File: src/rtl/div_issue_scheduler.sv
// div_issue_scheduler: round-robin issue of NUM_RS reservation stations onto one shared iterative divider
module div_issue_scheduler #(
  parameter int ROBsize     = 32,
  parameter int ROBsizeLog  = $clog2(ROBsize+1),
  parameter int NUM_RS      = 2,
  parameter int DIV_TIMEOUT = 128
) (
  input  logic                         clk_i,
  input  logic                         reset_n_i,
  input  logic [NUM_RS-1:0]            readyRS_i,
  input  logic [64*NUM_RS-1:0]         rsVal1_i,
  input  logic [64*NUM_RS-1:0]         rsVal2_i,
  input  logic [10*NUM_RS-1:0]         rsCommands_i,
  input  logic [ROBsizeLog*NUM_RS-1:0] rsTag_i,
  output logic [NUM_RS-1:0]            stallRS_o,
  output logic                         div_valid_in_o,
  output logic [63:0]                  div_dividend_o,
  output logic [63:0]                  div_divisor_o,
  input  logic                         div_valid_out_i,
  input  logic [63:0]                  div_quotient_i,
  input  logic                         canGo_i,
  output logic                         valid_o,
  output logic [63:0]                  executeVal_o,
  output logic [9:0]                   executeCommands_o,
  output logic [ROBsizeLog-1:0]        executeTag_o,
  output logic [3:0]                   executeFlags_o,
  output logic                         busy_o
);
  localparam int PW = $clog2(NUM_RS);
  localparam int CW = $clog2(DIV_TIMEOUT);
  typedef enum logic [1:0] {IDLE, ISSUE, WAIT, DONE} state_t;
  state_t                 state_q, state_d;
  logic [PW-1:0]          ptr_q, ptr_d, gnt, idx;
  logic                   any_req;
  logic [63:0]            val1_q, val1_d, val2_q, val2_d, res_q, res_d;
  logic [9:0]             cmd_q, cmd_d;
  logic [ROBsizeLog-1:0]  tag_q, tag_d;
  logic [1:0]             flg_q, flg_d;
  logic [CW-1:0]          cnt_q, cnt_d;
  logic [63:0]            a_g, b_g;
  // Scan downward so the station closest after ptr_q is the last (winning) assignment
  always_comb begin
    gnt = ptr_q;
    idx = '0;
    any_req = 1'b0;
    for (int i = NUM_RS; i >= 1; i--) begin
      idx = PW'((int'(ptr_q) + i) % NUM_RS);
      if (readyRS_i[idx]) begin
        gnt = idx;
        any_req = 1'b1;
      end
    end
  end
  assign a_g = rsVal1_i[int'(gnt)*64 +: 64];
  assign b_g = rsVal2_i[int'(gnt)*64 +: 64];
  always_comb begin
    state_d = state_q;
    ptr_d = ptr_q;
    val1_d = val1_q;
    val2_d = val2_q;
    cmd_d = cmd_q;
    tag_d = tag_q;
    res_d = res_q;
    flg_d = flg_q;
    cnt_d = cnt_q;
    stallRS_o = '1;
    case (state_q)
      IDLE: if (any_req) begin
        stallRS_o[gnt] = 1'b0;
        ptr_d = gnt;
        val1_d = a_g;
        val2_d = b_g;
        cmd_d = rsCommands_i[int'(gnt)*10 +: 10];
        tag_d = rsTag_i[int'(gnt)*ROBsizeLog +: ROBsizeLog];
        if (b_g == '0) begin
          res_d = '1;
          flg_d = 2'b01;
          state_d = DONE;
        end else state_d = ISSUE;
      end
      ISSUE: begin
        cnt_d = '0;
        state_d = WAIT;
      end
      WAIT: begin
        cnt_d = cnt_q + 1'b1;
        if (div_valid_out_i) begin
          res_d = div_quotient_i;
          flg_d = 2'b00;
          state_d = DONE;
        end else if (cnt_q == CW'(DIV_TIMEOUT-1)) begin
          res_d = '0;
          flg_d = 2'b10;
          state_d = DONE;
        end
      end
      DONE: state_d = canGo_i ? IDLE : DONE;
      default: state_d = IDLE;
    endcase
  end
  always_ff @(posedge clk_i or negedge reset_n_i) begin
    if (!reset_n_i) begin
      state_q <= IDLE;
      ptr_q <= PW'(NUM_RS-1);
      val1_q <= '0;
      val2_q <= '0;
      cmd_q <= '0;
      tag_q <= '0;
      res_q <= '0;
      flg_q <= '0;
      cnt_q <= '0;
    end else begin
      state_q <= state_d;
      ptr_q <= ptr_d;
      val1_q <= val1_d;
      val2_q <= val2_d;
      cmd_q <= cmd_d;
      tag_q <= tag_d;
      res_q <= res_d;
      flg_q <= flg_d;
      cnt_q <= cnt_d;
    end
  end
  assign div_valid_in_o    = state_q == ISSUE;
  assign div_dividend_o    = val1_q;
  assign div_divisor_o     = val2_q;
  assign valid_o           = state_q == DONE;
  assign busy_o            = state_q != IDLE;
  assign executeVal_o      = res_q;
  assign executeCommands_o = cmd_q;
  assign executeTag_o      = tag_q;
  assign executeFlags_o    = {2'b00, flg_q};
endmodule

File: config.mk
export PLATFORM = sky130hd
export DESIGN_NAME = div_issue_scheduler
export DESIGN_NICKNAME = d
export VERILOG_FILES = /design/src/rtl/div_issue_scheduler.sv
export SDC_FILE = /design/constraint.sdc
export NUM_CORES = 1
export LEC_CHECK = 0
export ABC_AREA = 1
export CAP_MARGIN = 20
export CORE_AREA = 5 5 220 222
export CTS_CLUSTER_DIAMETER = 80
export DETAILED_ROUTE_END_ITERATION = 16
export DIE_AREA = 0 0 225 227
export GPL_TIMING_DRIVEN = 0
export PLACE_DENSITY_LB_ADDON = 0.05
export SLEW_MARGIN = 20
export SYNTH_ARGS = -nofsm -noshare
export SYNTH_HDL_FRONTEND = slang
export SYNTH_SLANG_ARGS = --single-unit
File: constraint.sdc
create_clock -name clk_i -period 2.35 [get_ports clk_i]
set_input_delay 0.3525 -clock clk_i [delete_from_list [all_inputs] [get_ports clk_i]]
set_output_delay 0.3525 -clock clk_i [all_outputs]
set_load 0.02 [all_outputs]
==> metrics.md, run 1 <==
| Metric | Value |
|---|---|
| Status | `finished, violations left` |
| Violated checks | `setup timing` |
| Slew Limit Fails | `0` |
| Worst-skew pair later-pin latency | `570 ps` |
| Fillers | `4728` |
| # IOs | `575` |
| Clock Tree Buf Depth | `3` |
| Initial Util | `24.1%` |
| Layout cells sized above 1 | `8.63%` |
| Vias | `12746` |
| Die Ht | `227 um` |
| Fmax | `370 MHz` |
| Crit path kind | `flip-flop to flip-flop` |
| Largest net degree at the start of global routing | `85` |
| Multi-input gate area | `5010 um2` |
| Global-route wire length before repair | `84700 um` |
| Fin nets | `2471` |
| Delay-heaviest family, CP | `buffers and inverters` |
| Clock sinks | `220` |
| Setup tns final | `-20930 ps` |
| Crit. End Element | `flip-flop` |
| Tcrit/Tclk final | `115%` |
| Core area | `46200 um2` |
| DP Area | `17700 um2` |
| Period minus WS final | `2710 ps` |
| Clock Tree Root | `clkbuf_16` |
| Avg Vias per Cell | `4.64` |
| Number of global-route vias before repair | `12870` |
| CP arrival | `3160 ps` |
| Initial drt markers | `623` |
| Peak VDD IR | `0.684 mV` |
| WHS | `363 ps` |
| Die Span X | `225 um` |
| Placed wire-length estimate | `46300 um` |
| Most frequent cells in the layout | `clkdlybuf4s50_1, nand2_1, nand3_1, dfrtp_1, nand4_1` |
| CTS HTree Levels | `1` |
| Rel. slew slack | `51.7%` |
| Die area | `51100 um2` |
| Cells after synthesis | `1471` |
| Most common cell after layout, fill and taps aside | `clkdlybuf4s50_1` |
| P per Cell Area | `1400 nW/um2` |
| RSZ-0062 raised after global routing | `true` |
| TritonCTS Buffers | `31` |
| Remaining DRCs | `0` |
| Placed insts | `2653` |
| Yosys cell types | `25` |
| Seq cells post-synth | `220` |
| Overflow after GRT | `0` |
| Hold Violations, Final | `0` |
| Pre-antenna DRT Iters | `5` |
| Data required, critical path | `2800 ps` |
| Max Clock Skew | `16.2 ps` |
| Syn avg cell area | `7.56 um2` |
| CTS tree | `done` |
| Synthesized area | `11100 um2` |
| Synth warn | `0` |
| Routed len/inst | `21.6 um` |
| RePlAce Congestion | `0.879` |
| Critical path's slowest cell | `dfstp_2` |
| Detail Route Antenna Nets | `0` |
| I/O Buffers | `572` |
| Cell Chain, Critical Path | `buf_6 > o21ai_4 > buf_12 > clkbuf_16 > o21ai_4 > nand2_1 > nor2_1 > nand2_1 > nor2_2 > nand2_2 > o21bai_4 > nand2_2 > buf_8 > buf_4 > nand2_1 > nand2_1` |
| Final instance area | `19600 um2` |
| Max-cap violation count | `0` |
| Initial antenna violation count | `18` |
| Pleak | `8.80 nW` |
| Final setup vio count | `66` |
| Element type at the critical path start | `flip-flop` |
| Seq/Total Area, Yosys | `49.5%` |
| Slew @ Worst Pin | `724 ps` |
| Register area | `5510 um2` |
| CP max stage delay | `580 ps` |
| Worst Path Buf+Inv | `5` |
| Crit path top cell by count | `nand2_1` |
| Area Growth Syn to Fin | `75.9%` |
| Worst hold path class | `input port to flip-flop` |
| Finished Layout Cells | `2746` |
| Row Count | `79` |
| All-Layer GR Usage | `21.9%` |
| CP max FO | `7` |
| Fin worst setup slack | `-356 ps` |
| WL final | `59400 um` |
| Clock slew at reported path FFs | `70 ps` |
layer usage:
| layer | up-vias | part of all wire, % | global-route usage [%] |
|---|---|---|---|
| met5 | - | 0.21 | 0 |
| met4 | 20 | 2.7 | 6.07 |
| met3 | 92 | 9.4 | 8.30 |
| met2 | 428 | 49 | 37.8 |
| met1 | 6064 | 39 | 25.8 |
| li1 | 6142 | - | - |
registers in the layout, indices dropped and copies added, names as in the netlist:
register,count
executeCommands_o,10
executeVal_o,64
ptr_q,1
div_divisor_o,64
executeTag_o,6
state_q,2
flg_q,2
cnt_q,7
div_dividend_o,64
cells in the mapped netlist:
cell,number,area share (%)
buf_6,4,0.40
dfstp_2,1,0.24
nor2_1,47,1.6
dfrtp_1,219,49
o21bai_2,1,0.10
a211oi_1,1,0.068
o21ai_0,57,2.6
a22oi_1,1,0.068
nand3b_1,33,2.2
inv_1,68,2.3
conb_1,1,0.034
buf_1,4,0.13
o21ai_1,15,0.67
a31oi_1,12,0.67
nor3_1,4,0.18
ha_1,5,0.56
clkbuf_1,89,3.0
buf_2,18,0.81
buf_4,8,0.54
o21ai_2,1,0.079
nand2_1,548,18
a21oi_1,6,0.27
nand3_1,245,11
nand4_1,81,4.6
xor2_1,2,0.16
area by class of cell:
| cell class | instances | share of cell area, % |
|---|---|---|
| well taps | 607 | 3.88 |
| clock inverters | 13 | 1.01 |
| diodes | 7 | 0.0895 |
| repair buffers | 602 | 31.3 |
| plain buffers | 123 | 3.95 |
| flip-flops and latches | 220 | 28.1 |
| clock buffers | 44 | 4.67 |
| multi-input cells | 1062 | 25.6 |
| inverters | 68 | 1.32 |
final timing paths:
path | startpoint | end | slack [ps] | depth (start not counted)
max in group asynchronous | reset_n_i | div_dividend_o[48] | 1080 | 3
min | rsVal1_i[68] | div_dividend_o[4] | 360 | 3
min reg2reg | executeVal_o[27] | executeVal_o[27] | 470 | 2
min in group asynchronous | reset_n_i | div_divisor_o[20] | 420 | 2
max | ptr_q | flg_q[1] | -360 | 16
max reg2reg | ptr_q | flg_q[1] | -360 | 16
worst reg2reg max path: stages, from the launching register on:
cell       delay, ps
dfstp_2          580
buf_6            130
o21ai_4           80
buf_12           160
clkbuf_16        170
o21ai_4          130
nand2_1           70
nor2_1           130
nand2_1          100
nor2_2           150
nand2_2          110
o21bai_4         230
nand2_2          110
buf_8            180
buf_4            160
nand2_1           60
nand2_1           40
cell families (layout without fill, tap and decap cells):
| logic type | Yosys count | count (layout) | share of synthesized area (%) |
|---|---|---|---|
| flip-flops | 220 | 220 | 49.5 |
| AND/OR/NAND/NOR | 958 | 958 | 38.1 |
| XOR/XNOR | 2 | 2 | 0.157 |
| other | 1 | 9 | 0.0337 |
| buffers and inverters | 191 | 850 | 7.19 |
| AO/OA/AOI/OAI | 94 | 95 | 4.50 |
| adder cells (fa/ha/maj) | 5 | 5 | 0.562 |
per-stage QoR:
step	setup slack, ps	total power, mW	util (%)
2_1_floorplan	81.7	14.0	-
3_3_place_gp	-9900	21.3	38.2
3_5_place_dp	-1570	21.4	38.3
4_1_cts	-330	27.1	41.3
5_1_grt	-496	29.2	42.4
6_report	-356	27.3	42.4
where the power goes:
part,switching [mW],leakage (nW),total (mW),internal (mW)
Sequential,1.08,2.67,6.80,5.72
Clock,1.89,0.555,5.13,3.24
Combinational,8.95,5.58,15.4,6.48
Total,11.9,8.80,27.3,15.4
what timing repair did:
action,CTS,global route
endpoints found under the setup margin,216,164
gates resized for setup,89,79
buffers inserted,5,18
endpoints found under the hold margin,82,0
pin swaps,5,11
hold buffers,1,0
cloned,1,4
No activity file was read; power rests on OpenSTA's default activity.
==> run 2, diff against run 1 <==
- CAP_MARGIN: 20 -> default
==> results of run 2 <==
The final DEF is identical to that of run 1; final timing and power are the same.
==> run 3, diff against run 2 <==
- CAP_MARGIN: default -> 20
==> results of run 3 <==
The final DEF is identical to that of run 1; final timing and power are the same.
==> RTL change: new RTL, settings of run 2 <==
Register the output `executeFlags_o`, with the module's reset; this adds one clock of latency there. The other outputs are not delayed to match.
--- a/src/rtl/div_issue_scheduler.sv
+++ b/src/rtl/div_issue_scheduler.sv
@@ -129,6 +129,12 @@
   assign executeVal_o      = res_q;
   assign executeCommands_o = cmd_q;
   assign executeTag_o      = tag_q;
-  assign executeFlags_o    = {2'b00, flg_q};
+  always_ff @(posedge clk_i or negedge reset_n_i) begin
+    if (!reset_n_i) begin
+      executeFlags_o <= '0;
+    end else begin
+      executeFlags_o <= {2'b00, flg_q};
+    end
+  end
 endmodule
 
Behaviour: not the same (Yosys sat finds a counterexample within 4 cycles, from zero or initial values and one cycle with reset_n_i low).
==> RTL change against run 2 <==
The flow still finishes with violations (negative setup slack). Synthesized cell count is 0.14% higher. Sequential share of layout area is 0.80 points lower. Total power is 3.8% higher. Hold slack worse by 0.012 ns. Core utilization is 1.6 points higher. Synthesized area is 0.16% higher. Sequential cell count is 2 higher. Final area is 3.9% higher. Fmax is 3.1% lower. Largest power group unchanged. Clock power is 8.2% lower. Worst setup slack worse by 0.087 ns. Wire length is 2.7% higher.
==> RTL change: results (changes against run 2) <==
Logic synthesis
  • Syn Area/Cell: 7.56 µm² (about the same)
  • Synth Area in XOR/XNOR: 0.157% (about the same)
  • Sequential area share after synthesis: 49.9% (was 49.5%)
  • Post-Synth Adder-Cell Area: 0.561% (was 0.562%)
  • Synth cell types: 24 (was 25)
  • Largest cells by area after synthesis: dfrtp_1, nand2_1, nand3_1 (unchanged)
  • Complex-gate fraction of the synthesized area: 4.49% (was 4.50%)
  • Post-synth top cells: nand2_1, nand3_1, dfrtp_1 (unchanged)

Pwr
  • Maximum vdd drop: 576 µV (was 684 µV)

Finish
  • Syn-to-layout area delta: 82.5% (was 75.9%)
  • Multi-input gate share of total cell area: 26.3% (was 25.6%)
  • Non-clock buffers: 752 (was 725)
  • Clkbuf count: 49 (was 44)
  • Share of layout cells above drive strength 1: 13.6% (was 8.63%)
  • Diode count: 17 (was 7)
  • FF+latch count: 222 (was 220)
  • Clock-cell share: 4.95% (was 5.68%)
  • Fraction of area in registers: 27.3% (was 28.1%)
  • Non-clk buf share: 36.2% (was 35.3%)
  • # fillers: 4632 (was 4728)
  • Nets@finish: 2499 (was 2471)

STA
  • Slack of the critical path: -0.443 ns (was -0.356 ns)
  • Normalized max-slew margin: 52.7% (was 51.7%)
  • Setup TNS: -27.17 ns (was -20.93 ns)
  • Min Hold Slack: 0.351 ns (was 0.363 ns)
  • Final setup fails: 67 (was 66)
  • Worst-case clock skew: 0.00928 ns (was 0.0162 ns)

Global routing
  • Initial antenna violation count: 22 (was 18)
  • Met3 Use GR: 7.17% (was 8.30%)
  • Total track usage: 22.5% (was 21.9%)
  • First-pass GRT wire length: 87000 µm (was 84700 µm)
  • Met1 Use GR: 27.7% (was 25.8%)
  • Grt met2 use: 37.1% (was 37.8%)

Drt
  • Via count: 12968 (was 12746)
  • DRT iter0 DRCs: 774 (was 623)
  • Post-Route WL: 61000 µm (was 59400 µm)
  • Met2 routed wirelength: 29100 µm (about the same)
  • Metal1 wirelength: 24600 µm (was 22900 µm)
  • Wire length on met3: 5010 µm (was 5610 µm)

Place
  • DP Wirelength: 46100 µm (was 46300 µm)
  • DP Cell Count: 2655 (was 2653)
  • Port Buf Inserts: 572 (unchanged)
  • RePlAce Congestion: 0.891 (was 0.879)
  • Post-Place Cell Area: 17700 µm² (about the same)

Status
  • Violated checks: negative setup slack (unchanged)
  • Status: finished with violations (unchanged)

Hold path
  • Min-delay worst type: primary input to asynchronous set/reset pin (was primary input to flip-flop)

Worst setup path
  • Worst Reg2Reg Path Length in Cells: 17 (was 16)
  • Slowest stage delay, CP: 0.43 ns (was 0.58 ns)
  • Arrival time at the worst endpoint: 3.30 ns (was 3.16 ns)
  • Slowest stage cell, crit path: o21ai_4 (was dfstp_2)
  • Crit Path Max Fanout: 8 (was 7)

Clocking
  • Cts bufs inserted: 30 (was 31)
==> RTL change: changes by cell type in the layout (fill, tap and decap cells not counted), sizes merged, moves of 3 or more <==
cell    before  now
clkinv       6    3
bufinv       5    2
diode        7   17
clkbuf     130  138
inv         70   67
buf         69   91
==> RTL change: what timing repair did <==
action,4_1_cts,5_1_grt
endpoints found under the hold margin,76,0
setup endpoints to repair,216,146
setup buffers,29,14
pin swaps,23,54
resized for setup,192,110
cloned,8,8
hold buffers,1,0
==> RTL change: logic make-up after synthesis <==
kind of cell / Yosys count
XOR/XNOR: 2
AO/OA/AOI/OAI: 94
adder cells (fa/ha/maj): 5
AND/OR/NAND/NOR: 958
flip-flops: 222
other: 1
buffers and inverters: 191
==> RTL change: power breakdown <==
part	total, µW	leakage, µW	switching (µW)	internal [µW]
Clock	4710	0.000492	1840	2870
Sequential	6950	0.00270	1190	5760
Combinational	16700	0.00586	9460	7250
